<file path="src/rtl/mips_mem_pkg.sv">
// Shared types for the data-side posted-write buffer: entry layout and drain FSM states.
package mips_mem_pkg;

  localparam int WORD_ADDR_W = 30;

  typedef struct packed {
    logic [WORD_ADDR_W-1:0] word_addr;
    logic [3:0][7:0]        data;
  } wbuf_entry_t;

  typedef enum logic {
    IDLE,
    REQ
  } wbuf_state_e;

endpackage

</file>
<file path="src/rtl/wbuf_match.sv">
// Word-address comparator across the occupied FIFO slots; the newest match (closest to tail) wins.
module wbuf_match
  import mips_mem_pkg::*;
#(
  parameter int DEPTH = 4
) (
  input  logic [WORD_ADDR_W-1:0]     addrs [DEPTH],
  input  logic [$clog2(DEPTH)-1:0]   head,
  input  logic [$clog2(DEPTH+1)-1:0] count,
  input  logic                       skip_head,
  input  logic [WORD_ADDR_W-1:0]     key,
  output logic                       hit,
  output logic [$clog2(DEPTH)-1:0]   sel
);

  localparam int PTR_W = $clog2(DEPTH);
  localparam int CNT_W = $clog2(DEPTH+1);

  logic [PTR_W-1:0] idx;

  // Walk from oldest to newest so later matches overwrite earlier ones.
  always_comb begin
    hit = 1'b0;
    sel = head;
    idx = head;
    for (int i = 0; i < DEPTH; i++) begin
      idx = head + PTR_W'(i);
      if ((CNT_W'(i) < count) && !(skip_head && (i == 0)) && (addrs[idx] == key)) begin
        hit = 1'b1;
        sel = idx;
      end
    end
  end

endmodule

</file>
<file path="src/rtl/mem_write_buffer.sv">
// Posted-write buffer: queues core stores, drains them in order over req/ack, forwards newest data to loads.
// Optional in-place merging of stores into queued non-head entries is enabled by WBUF_MERGE_EN.
module mem_write_buffer
  import mips_mem_pkg::*;
#(
  parameter int DEPTH  = 4,
  parameter int ADDR_W = 32
) (
  input  logic              clk,
  input  logic              rst_b,
  input  logic              wr_en,
  input  logic [ADDR_W-1:0] wr_addr,
  input  logic [7:0]        wr_data [0:3],
  output logic              full,
  input  logic [ADDR_W-1:0] rd_addr,
  output logic              rd_hit,
  output logic [7:0]        rd_data [0:3],
  output logic              mem_req,
  output logic [ADDR_W-1:0] mem_addr,
  output logic [7:0]        mem_data [0:3],
  input  logic              mem_ack,
  input  logic              halted,
  output logic              empty,
  output logic              drained
);

  localparam int PTR_W = $clog2(DEPTH);
  localparam int CNT_W = $clog2(DEPTH+1);

  wbuf_entry_t              ent      [DEPTH];
  logic [WORD_ADDR_W-1:0]   ent_addr [DEPTH];
  logic [PTR_W-1:0]         head, tail, rd_sel, merge_sel, wr_idx;
  logic [CNT_W-1:0]         count, count_nxt;
  wbuf_state_e              state, state_nxt;
  logic [WORD_ADDR_W-1:0]   wr_word, rd_word;
  logic [3:0][7:0]          wr_dat;
  logic                     merge_hit, push, merge_wr, pop;
  logic                     unused_low_bits;

  assign wr_word         = WORD_ADDR_W'(wr_addr[ADDR_W-1:2]);
  assign rd_word         = WORD_ADDR_W'(rd_addr[ADDR_W-1:2]);
  assign unused_low_bits = ^{wr_addr[1:0], rd_addr[1:0]};

  always_comb begin
    for (int i = 0; i < DEPTH; i++) ent_addr[i] = ent[i].word_addr;
    for (int b = 0; b < 4; b++) wr_dat[b] = wr_data[b];
  end

  wbuf_match #(.DEPTH(DEPTH)) u_rd_match (
    .addrs(ent_addr), .head(head), .count(count), .skip_head(1'b0),
    .key(rd_word), .hit(rd_hit), .sel(rd_sel)
  );

`ifdef WBUF_MERGE_EN
  // The head may be mid-handshake, so it is never a merge target.
  wbuf_match #(.DEPTH(DEPTH)) u_wr_match (
    .addrs(ent_addr), .head(head), .count(count), .skip_head(1'b1),
    .key(wr_word), .hit(merge_hit), .sel(merge_sel)
  );
`else
  assign merge_hit = 1'b0;
  assign merge_sel = tail;
`endif

  assign full     = (count == CNT_W'(DEPTH));
  assign empty    = (count == '0);
  assign drained  = halted && empty;
  assign mem_req  = (state == REQ);
  assign push     = wr_en && !full && !merge_hit;
  assign merge_wr = wr_en && merge_hit;
  assign pop      = mem_req && mem_ack;
  assign wr_idx   = merge_wr ? merge_sel : tail;
  assign mem_addr = mem_req ? ADDR_W'({ent[head].word_addr, 2'b00}) : '0;

  always_comb begin
    for (int b = 0; b < 4; b++) begin
      rd_data[b]  = rd_hit  ? ent[rd_sel].data[b] : 8'h00;
      mem_data[b] = mem_req ? ent[head].data[b]   : 8'h00;
    end
  end

  always_comb begin
    count_nxt = count;
    case ({push, pop})
      2'b10:   count_nxt = count + CNT_W'(1);
      2'b01:   count_nxt = count - CNT_W'(1);
      default: count_nxt = count;
    endcase
  end

  always_comb begin
    state_nxt = state;
    case (state)
      IDLE:    if (count_nxt != '0) state_nxt = REQ;
      REQ:     if (pop && (count_nxt == '0)) state_nxt = IDLE;
      default: state_nxt = IDLE;
    endcase
  end

  always_ff @(posedge clk or negedge rst_b) begin
    if (!rst_b) begin
      head  <= '0;
      tail  <= '0;
      count <= '0;
      state <= IDLE;
    end else begin
      if (push) tail <= tail + PTR_W'(1);
      if (pop)  head <= head + PTR_W'(1);
      count <= count_nxt;
      state <= state_nxt;
    end
  end

  // Payload storage needs no reset: slots are only observed while counted as occupied.
  always_ff @(posedge clk) begin
    if (push || merge_wr) begin
      ent[wr_idx].word_addr <= wr_word;
      ent[wr_idx].data      <= wr_dat;
    end
  end

  wr_drop_chk: assert property (@(posedge clk) disable iff (!rst_b) !(wr_en && full && !merge_hit))
    else $warning("mem_write_buffer: store dropped while buffer full");

endmodule

</file>
<file path="config.mk">
export PLATFORM = sky130hd
export DESIGN_NAME = mem_write_buffer
export DESIGN_NICKNAME = d
export VERILOG_FILES = /design/src/rtl/mips_mem_pkg.sv /design/src/rtl/wbuf_match.sv /design/src/rtl/mem_write_buffer.sv
export SDC_FILE = /design/constraint.sdc
export NUM_CORES = 1
export LEC_CHECK = 0
export BUFFER_PORTS_ARGS = -buffer_cell sky130_fd_sc_hd__clkbuf_2
export CELL_PAD_IN_SITES_DETAIL_PLACEMENT = 1
export CELL_PAD_IN_SITES_GLOBAL_PLACEMENT = 2
export CORE_MARGIN = 3
export CORE_UTILIZATION = 40
export DETAILED_ROUTE_END_ITERATION = 10
export GPL_TIMING_DRIVEN = 0
export PLACE_DENSITY_LB_ADDON = 0.08
export SLEW_MARGIN = 20
export SYNTH_ARGS = -nofsm -noshare
export SYNTH_HDL_FRONTEND = slang
export SYNTH_SLANG_ARGS = --single-unit
</file>
<file path="constraint.sdc">
create_clock -name clk -period 5.2 [get_ports clk]
set_clock_uncertainty 0.05 [all_clocks]
set_input_delay 1.3 -clock clk [delete_from_list [all_inputs] [get_ports clk]]
set_output_delay 1.3 -clock clk [all_outputs]
set_load 0.005 [all_outputs]
</file>
; ---- Word level (Yosys, flattened, before mapping)
; Memories as Yosys holds them, arrays and structs flattened.
; Index checks and enable logic that the tools add are counted.
[totals]
regBits = 8
ramBits = 248
input_bits = 101
wordCells = 77
mem_count = 1
[memory_table]
columns = name, words, word_bits, rd, rd_clocked_by_memory_dff, wr, line_no
row1 = ent, 4, 62, 6, 0, 1, mem_write_buffer.sv:30  ; wbuf_entry_t ent [DEPTH];
[op_classes]
addsub = 6
n_lt_le_gt_ge = 8
n_eq_ne = 7
mux = 34
n_bitwise = 5
n_reduce_logical = 12
[op_table]
columns = cell, n
row1 = binary-select mux 30 bit (select 2 bit), 4
row2 = two-way mux 30 bit, 8
row3 = equality test 30 bit, 4
row4 = two-way mux 8 bit, 8
row5 = two-way mux 32 bit, 1
row6 = "greater-or-equal comparator 3 bit, second input constant", 4
row7 = NOT 2 -> 3 bit, 4
row8 = logical AND 1 bit, 8
row9 = two-way mux 1 bit, 8
row10 = zero test 3 bit, 2
row11 = "< comparator 1 x 3 -> 1 bit, first input constant", 2
row12 = "< comparator 2 x 3 -> 1 bit, first input constant", 2
row13 = two-way mux 2 bit, 3
row14 = one-hot mux 3 bit (2 select lines), 1
row15 = "adder 2 x 1 -> 2 bit, second input constant", 2
row16 = "adder 2 bit, second input constant", 2
row17 = "adder 3 x 1 -> 3 bit, second input constant", 1
row18 = "equality test 3 bit, second input constant", 1
row19 = nonzero test 3 bit, 1
row20 = "subtractor 3 x 1 -> 3 bit, second input constant", 1
row21 = "equality test 2 x 1 -> 1 bit, second input constant", 1
row22 = "equality test 2 bit, second input constant", 1
row23 = one-hot mux 1 bit (2 select lines), 1
row24 = zero test 1 bit, 1
row25 = NOT 1 bit, 1

; ---- Logic depth before layout (Yosys ltp)
; Gate-level depths: netlist of run 1.
; An unclocked memory read counts as a cell.
[logic_depth]
word_depth = 12
ltp_mapped = 14

; ---- By module
; Synthesis of run 1 repeated with hierarchy kept, for this count alone.
[unflattened]
hier_cells = 1015
hier_area_um2 = 15441.1
[modules_own_cells]
columns = module, instances, cells_each, area_per_inst_um2, seq_area_each_um2
row1 = mem_write_buffer, 1, 516, 10934.2, 7647.3
row2 = wbuf_match, 1, 499, 4506.8, 0.0

; ---- Worst setup path after synthesis of run 1
; Ideal clock, no wire load.
[synth_path]
path_type = input -> output
from = in rd_addr[9]
to = out rd_data[0] (netlist name)
t_arrival_ns = 3.591
required_ns = 3.850
slack_ns = 0.259
path_stages = 10
path_buffers = 2
path_cell_list = clkbuf_1 a221oi_1 a21oi_1 or4_1 nor3_2 a32oi_2 xnor2_4 buf_6 mux2i_1 o22ai_1
[synth_rtl]
columns = element, line_no
row1 = "start, declared", mem_write_buffer.sv:15  ; input logic [ADDR_W-1:0] rd_addr,
row2 = "end, declared", mem_write_buffer.sv:17  ; output logic [7:0] rd_data [0:3],

==> flow_summary.yaml, run 1 <==
status:
  outcome: "finished with violations"
  violations: "setup timing"
yosys:
  synthTopCellsByArea: "edfxtp_1 (51%), mux4_2 (15%), mux2i_1 (9.0%)"
  synth_cell_type_count: 61
  synth_seq_cells: 256
  ys.flop_type: "edfxtp_1"
  synth_top_area_share_pct: 50.86
  synth_edf_count: 248
  synth_top_area_cell: "edfxtp_1"
  syn_avg_cell_area_um2: 15.17
  async_flop_share_pct: 3.125
  yosys-top-cells-count: "edfxtp_1 (248), mux2i_1 (132), mux4_2 (95)"
  yosysSeqAreaShare_pct: 52.23
  synth_area_um2: 14640
  yosys_warnings: 0
  synth.most_common_cell: "edfxtp_1"
  synth_cells: 965
final_layout:
  post-route-util_pct: 50.85
  drive_above_1_share_pct: 39.30
  finalNonFillerCells: 1695
  antenna_cells: 0
  nets: 1322
  area_growth_syn_to_layout_pct: 24.44
power:
  ir_drop_mv: 0.2968
  power.leakage_nw: 6.670
  powerDensity_nw_per_um2: 609.6
global_routing:
  antenna_found_initial: 3
  overflow: 0
  track_usage_pct: 24.67
  grt_pass1_wl_um: 69920
  grt_max_degree: 42
  grt_pass1_vias: 10420
worst_setup_path:
  arrival_ps: 4400
  required_ps: 3850
  regToRegStartpoint: "count[0]"
  crit_type: "flip-flop to output port"
  r2r_slack_ps: 2310
  crit_start: "head[0]"
  start_kind: "flip-flop"
  r2r_end: "mem_req"
  endpoint: "rd_data[16]"
  endpoint_kind: "output port"
  cp_max_fo: 10
  reg2reg_depth: 10
clock_network:
  hold_buffers: 0
  clockBufferDepth: 3
  ctsHtreeMaxLevel: 1
  cts_inserted_buffers: 29
  cts.clk_slew.worst_paths_ps: 60
  clockRootBuffer: "clkbuf_16"
  clkSinkCount: 256
  worstSkewPairLatency_ps: 570
  cts_tree: "yes"
die:
  row_count: 69
  start_util_pct: 40.87
  die_w_um: 197.3
  die_height_um: 197.3
  core-area_um2: 35830
  io_pins: 202
  dieArea_um2: 38940
timing:
  fin_crit_sh_pct: 110.6
  fin_crit_ps: 5750
  finalSetupViolations: 32
  hold_viol: 0
  fin_ws_ps: -549.8
  rsz0062_at_grt: "true"
  finalMaxSlewViolations: 0
  worstMarginPinSlew_ps: 836.2
  max_slew_margin_pct: 44.25
  fmax_mhz: 173.9
  tns_ps: -16480
flow_run:
  drv_cap: 0
place:
  post-place-cells: 1604
  dp_hpwl_um: 34910
  place_congestion: 0.9354
  portBuffers: 173
drt:
  routed_via_density: 5.785
  antenna_left: 0
  route.detailed.drc: 0
  drt-total-wl_um: 48890
  wire_per_inst_um: 28.84
  firstDrtPassIters: 5
  first_iter_violations: 687
  vias: 9806
hold_path:
  hp-class: "input port to async pin"
-- cell usage in the layout (no fill, tap or decap), drive strengths merged, types with 5 or more instances in the layout --
master / netlist / layout
edfxtp: 248 / 248
inv: 12 / 13
a2111oi: 7 / 7
xor2: 35 / 35
mux2i: 132 / 132
and2: 66 / 66
dfrtp: 8 / 8
mux4: 98 / 98
mux2: 12 / 12
nor3: 6 / 6
clkbuf: 33 / 241
nor4: 9 / 9
nand3: 5 / 5
o22ai: 37 / 37
nand4: 19 / 19
nand2: 17 / 17
o21ai: 5 / 5
a21oi: 7 / 7
nor2: 20 / 20
buf: 46 / 87
ha: 10 / 10
xnor2: 79 / 79
clkinv: 0 / 13
-- repair_timing --
item | CTS | global route
gates resized for setup | 118 | 42
gates cloned | 0 | 0
buffers inserted | 22 | 15
pin swaps | 13 | 13
setup endpoints to repair | 62 | 43
-- critical path, stage by stage (launching register included) --
cell	delay, ps
dfrtp_1	390
buf_12	150
buf_4	110
mux4_2	550
xnor2_4	250
nand4_1	190
or4_4	580
nor4_4	330
a221o_1	310
a21o_1	230
nand3_4	160
clkbuf_8	220
o22ai_2	220
clkbuf_2	150
-- flip-flops by register name (all words and copies together), names as in the netlist --
register / flops
count: 3
ent: 248
merge_sel: 2
mem_req: 1
head: 2
-- power breakdown --
group | total (mW) | leakage (nW) | internal, mW | switching, mW
combinational | 6.05 | 3.83 | 2.85 | 3.19
clock | 2.07 | 0.471 | 1.23 | 0.834
sequential | 2.99 | 2.37 | 2.74 | 0.254
-- worst min path at each step --
stage                     slack [ps]           end  cells after the start          from
after global routing             520  merge_sel[0]                      1         rst_b
after CTS                        500  merge_sel[0]                      1         rst_b
after floorplan                  500      count[2]                      1      count[2]
after global placement           570  merge_sel[1]                      2  merge_sel[1]
after detailed placement         590      count[1]                      2      count[1]
final                            520       mem_req                      1         rst_b
-- layout make-up --
cell class / count / area, µm²
Buffer: 79 / 784.5
Clock buffer: 35 / 758.2
Clock inverter: 19 / 203.9
Fill cell: 3486 / 17610
Inverter: 12 / 45.04
Multi-Input combinational cell: 619 / 6932
Sequential cell: 256 / 7649
Tap cell: 461 / 576.8
Timing Repair Buffer: 214 / 1271
-- routing by layer --
layer  vias to the layer above  GRT usage (%)  wire length (µm)
met4                         6          8.553              1904
met2                       294          42.19             24200
li1                       4312              -                 -
met5                         -              0                39
met3                        84          4.946              2427
met1                      5110          31.51             20320
-- stage by stage --
stage	setup WS [ps]	cell area (µm²)	total power, mW	hold WS, ps
3_3_place_gp	-1184	16090	8.319	567.2
5_1_grt	-693.7	18220	11.61	523.9
3_5_place_dp	-1207	16190	8.343	585.8
4_1_cts	-589.9	17920	10.98	502.4
2_1_floorplan	259.1	14650	6.422	499.9
6_report	-549.8	18220	11.11	522.5
-- kinds of logic after synthesis --
group           count (synthesis)  synth area share, %
compound gates                 93                4.837
fa+ha+maj                      10               0.8546
mux                           242                25.10
simple gates                  158                6.375
buf+inv                        91                3.632
xor+xnor                      114                6.948
flops                         256                52.23
other cells                     1              0.02561
Power figures use the tool's default switching activity.
==> run 2: changes to the inputs <==
Settings changed: SKIP_LAST_GASP from default to 1.
==> flow_summary.yaml, run 2 (synthesis results as in run 1) <==
flow_run:
  drv_cap: 0
drt:
  firstDrtPassIters: 4
  drt-total-wl_um: 48940
  first_iter_violations: 709
  routed_via_density: 5.785
  antenna_left: 0
  wire_per_inst_um: 28.87
  vias: 9805
  route.detailed.drc: 0
timing:
  fmax_mhz: 173.4
  finalSetupViolations: 32
  fin_crit_sh_pct: 110.9
  worstMarginPinSlew_ps: 839.2
  finalMaxSlewViolations: 0
  max_slew_margin_pct: 44.05
  hold_viol: 0
  fin_ws_ps: -568.1
  fin_crit_ps: 5768
  fin_hold_ws_ps: 516.8
  rsz0062_at_grt: "true"
worst_setup_path:
  arrival_ps: 4420
  required_ps: 3850
  cp_cell_sequence: "buf_12 -> buf_4 -> mux4_2 -> xnor2_4 -> nand4_1 -> or4_4 -> nor4_4 -> a221o_1 -> a21o_1 -> nand3_4 -> clkbuf_8 -> o22ai_2 -> clkbuf_2"
  cp_max_fo: 10
  max_stage_delay_ps: 570
  crit_type: "flip-flop to output port"
  critical_path.slowest_cell: "or4_4"
  start_kind: "flip-flop"
  endpoint_kind: "output port"
  cp_top_family: "simple AND/OR/NAND/NOR gates"
  crit_buf_inv: 4
global_routing:
  grt_max_degree: 42
  grt_pass1_vias: 10420
  grt_pass1_wl_um: 69920
  track_usage_pct: 24.67
  overflow: 0
  antenna_found_initial: 3
status:
  violations: "setup timing"
  outcome: "finished with violations"
place:
  place_congestion: 0.9354
  portBuffers: 173
  dpl_cell_area_um2: 16190
  dp_hpwl_um: 34910
die:
  row_count: 69
  core-area_um2: 35830
  io_pins: 202
  die_height_um: 197.3
  die_w_um: 197.3
  dieArea_um2: 38940
  start_util_pct: 40.87
final_layout:
  drive_above_1_share_pct: 39.22
  top_regs: "ent (248), count (3)"
  post-route-util_pct: 50.82
  top_register: "ent"
  largest_reg_flops: 248
  area_growth_syn_to_layout_pct: 24.36
  nFillCells: 3489
  design_area_um2: 18210
  antenna_cells: 0
  final_common_cell: "edfxtp_1"
  layout_common_cells: "edfxtp_1 (248), clkbuf_2 (176), mux2i_1 (114)"
  nets: 1322
clock_network:
  clockRootBuffer: "clkbuf_16"
  cts_inserted_buffers: 29
  ctsHtreeMaxLevel: 1
  clockBufferDepth: 3
  cts_tree: "yes"
  worstSkewPairLatency_ps: 580
  clkSinkCount: 256
  cts.clk_slew.worst_paths_ps: 60
power:
  powerDensity_nw_per_um2: 609.7
  ir_drop_mv: 0.2964
  power.leakage_nw: 6.671
hold_path:
  hp-class: "input port to async pin"
-- run 2: cell counts in the layout (fill, tap and decap cells not counted) --
Identical to the previous run, type by type.
-- run 2: worst paths after layout --
kind                              start      endpoint  slack [ps]  depth (start not counted)
max in group asynchronous         rst_b       head[1]        4380                          1
hold / removal                    rst_b       mem_req         520                          1
min in group clk           merge_sel[0]  merge_sel[0]         580                          2
setup reg to reg               count[0]       mem_req        2300                         10
hold reg to reg            merge_sel[0]  merge_sel[0]         580                          2
setup / recovery                head[0]   rd_data[16]        -570                         13
-- run 2: stage by stage --
stage | total power, mW | setup TNS [ps] | setup WS, ps | instances
after global placement | 8.319 | -62520 | -1184 | 1600
after CTS | 10.98 | -18720 | -589.9 | 1680
final | 11.10 | -16930 | -568.1 | 1695
after floorplan | 6.422 | 0 | 259.1 | 966
after global routing | 11.60 | -20780 | -693.7 | 1695
after detailed placement | 8.343 | -37210 | -1207 | 1604
-- run 2: what timing repair did --
item | 4_1_cts | 5_1_grt
endpoints found under the hold margin | 0 | 0
endpoints found under the setup margin | 62 | 43
hold buffers | 0 | 0
resized for setup | 118 | 40
pin swaps | 13 | 13
buffers inserted | 22 | 15
-- run 2: power breakdown --
group          internal, mW  total [mW]  switching (mW)  leakage [nW]
logic                  2.85        6.04            3.20          3.83
registers              2.74        2.99           0.252          2.37
clock network          1.23        2.07           0.835         0.471
-- run 2: layout make-up --
cell class	count	area, µm²	area share, %
flip-flops and latches	256	7649	42.01
multi-input cells	619	6919	38.00
repair buffers	214	1271	6.982
plain buffers	79	784.5	4.309
clock buffers	35	758.2	4.164
well taps	461	576.8	3.168
clock inverters	19	203.9	1.120
inverters	12	45.04	0.2474
-- run 2: layer usage --
metal / track usage (%) / up-vias / part of all wire [%]
met4: 8.553 / 6 / 3.8
met3: 4.946 / 82 / 5.8
li1: - / 4313 / -
met5: 0 / - / 0.080
met2: 42.19 / 317 / 50
met1: 31.51 / 5087 / 41
==> run 3: changes to the inputs <==
--- a/config.mk
+++ b/config.mk
@@ -14,5 +14,5 @@
 export GPL_TIMING_DRIVEN = 0
-export PLACE_DENSITY_LB_ADDON = 0.08
+export PLACE_DENSITY = 0.82
 export SKIP_LAST_GASP = 1
-export SLEW_MARGIN = 20
+export SLEW_MARGIN = 0
 export SYNTH_ARGS = -nofsm -noshare
==> constraint.sdc (replaced) <==
create_clock -name clk -period 5.2 [get_ports clk]
set_clock_uncertainty 0.05 [all_clocks]
set_input_delay 0.52 -clock clk [delete_from_list [all_inputs] [get_ports clk]]
set_output_delay 0.52 -clock clk [all_outputs]
set_load 0.005 [all_outputs]
==> flow_summary.yaml, run 3 (synthesis results as in run 1) <==
clock_network:
  clkSinkCount: 256
  cts_tree: "yes"
  ctsHtreeMaxLevel: 1
  cts_inserted_buffers: 29
  worstSkewPairLatency_ps: 580
  clockBufferDepth: 3
  cts.clk_slew.worst_paths_ps: 60
  clockRootBuffer: "clkbuf_16"
global_routing:
  antenna_found_initial: 6
  grt_pass1_wl_um: 68160
  grtUsageMet1_pct: 30.27
  track_usage_pct: 23.99
  overflow: 0
  grt_use_met3_pct: 5.867
  grt_pass1_vias: 10405
  grt_use_met2_pct: 41.11
  grt-busiest-layer: "met2"
  grt_max_degree: 45
place:
  portBuffers: 173
  dp_hpwl_um: 34300
  place_congestion: 0.9312
drt:
  vias: 9764
  first_iter_violations: 709
  drt-total-wl_um: 47980
  route.detailed.drc: 0
  routed_via_density: 5.868
  antenna_left: 0
  firstDrtPassIters: 5
  wire_per_inst_um: 28.83
worst_setup_path:
  cp_max_fo: 10
  crit_type: "flip-flop to output port"
  cp_cell_sequence: "buf_12 -> buf_12 -> buf_8 -> mux2i_2 -> nor2_1 -> nor4b_2 -> nand4_1 -> a2111oi_4 -> nand3_1 -> a21o_1 -> a21bo_2 -> clkbuf_4 -> o22ai_1 -> clkbuf_2"
  required_ps: 4630
  arrival_ps: 4520
  critical_path.slowest_cell: "a2111oi_4"
  endpoint_kind: "output port"
  max_stage_delay_ps: 500
  crit_top_cell: "buf_12"
  start_kind: "flip-flop"
timing:
  fin_crit_ps: 5091
  worstMarginPinSlew_ps: 983.7
  fin_crit_sh_pct: 97.91
  finalMaxSlewViolations: 0
  hold_viol: 0
  finalSetupViolations: 0
  fmax_mhz: 196.4
  max_slew_margin_pct: 34.42
status:
  outcome: "finished clean"
flow_run:
  drv_cap: 0
die:
  start_util_pct: 40.87
  die_height_um: 197.3
  dieArea_um2: 38940
  row_count: 69
  die_w_um: 197.3
  io_pins: 202
  core-area_um2: 35830
final_layout:
  layout_common_cells: "edfxtp_1 (248), clkbuf_2 (174), mux2i_1 (120)"
  post-route-util_pct: 49.09
  area_growth_syn_to_layout_pct: 20.12
  top_register: "ent"
  largest_reg_flops: 248
  top_regs: "ent (248), count (3)"
  nFillCells: 3535
  multi_input_area_um2: 6749
  final_common_cell: "edfxtp_1"
  drive_above_1_share_pct: 35.30
  nets: 1291
  seq_area_um2: 7649
power:
  powerDensity_nw_per_um2: 598.4
  p_total_mw: 10.53
  power.leakage_nw: 6.384
  ir_drop_mv: 0.3263
hold_path:
  hp-class: "input port to flip-flop"
run 3: cell count changes in the layout (fill, tap and decap cells not counted), sizes merged:
cell / previous run / this run
buf: 87 / 57
diode: 0 / 2
clkinv: 13 / 12
clkbuf: 241 / 239
bufinv: 4 / 2
inv: 13 / 14
dlygate4sd3: 0 / 1
run 3: timing repair:
| action | CTS | global route |
|---|---|---|
| setup buffers | 4 | 2 |
| pin swaps | 4 | 9 |
| gates cloned | 0 | 0 |
| gates resized for setup | 49 | 43 |
| endpoints found under the setup margin | 33 | 32 |
| hold buffers | 1 | 0 |
| hold endpoints to repair | 8 | 0 |
run 3: area by class of cell:
type	count	share of cell area, %
inverters	12	0.2561
repair buffers	184	5.933
diodes	2	0.02846
clock inverters	17	0.8466
multi-input cells	619	38.37
well taps	461	3.280
flip-flops and latches	256	43.49
plain buffers	78	3.543
clock buffers	35	4.254
run 3: worst max-delay path: cells and delay by family, from the launching register on:
family	cells	cell delay, ps
compound gates	4	1240
buf+inv	5	970
flops	1	370
mux	1	330
simple gates	4	1020
run 3: power breakdown:
part	total, mW	leakage, nW	internal (mW)	switching (mW)
Clock	1.96	0.440	1.12	0.841
Combinational	5.58	3.57	2.54	3.03
Sequential	2.98	2.37	2.74	0.247
run 3: path summary, 6_finish.rpt:
check | slack (ps) | from | end | cells after the start
max in group asynchronous | 4650 | rst_b | head[1] | 2
min in group asynchronous | 250 | rst_b | mem_req | 2
hold / removal | 100 | wr_addr[5] | ent[1][35] | 1
setup reg to reg | 2190 | count[0] | mem_req | 10
setup / recovery | 110 | head[0] | rd_data[17] | 14
hold reg to reg | 600 | merge_sel[0] | merge_sel[0] | 2
run 3: metrics by stage:
step	instance area, µm²	setup slack, ps	instances	hold WS [ps]	setup TNS [ps]
after global placement	16090	-511.6	1600	326.4	-13930
final	17590	108.5	1664	100.4	0
after CTS	17360	28.96	1660	78.88	0
after detailed placement	16210	-510.0	1604	325.4	-14240
after global routing	17590	-44.26	1664	82.83	-380.1
after floorplan	14650	1454	966	174.4	0
run 3: routing by layer:
metal / share of wire [%] / wire length [µm]
met1: 39 / 18930
met4: 3.3 / 1601
met5: 0.13 / 61
met2: 50 / 23810
met3: 7.5 / 3576
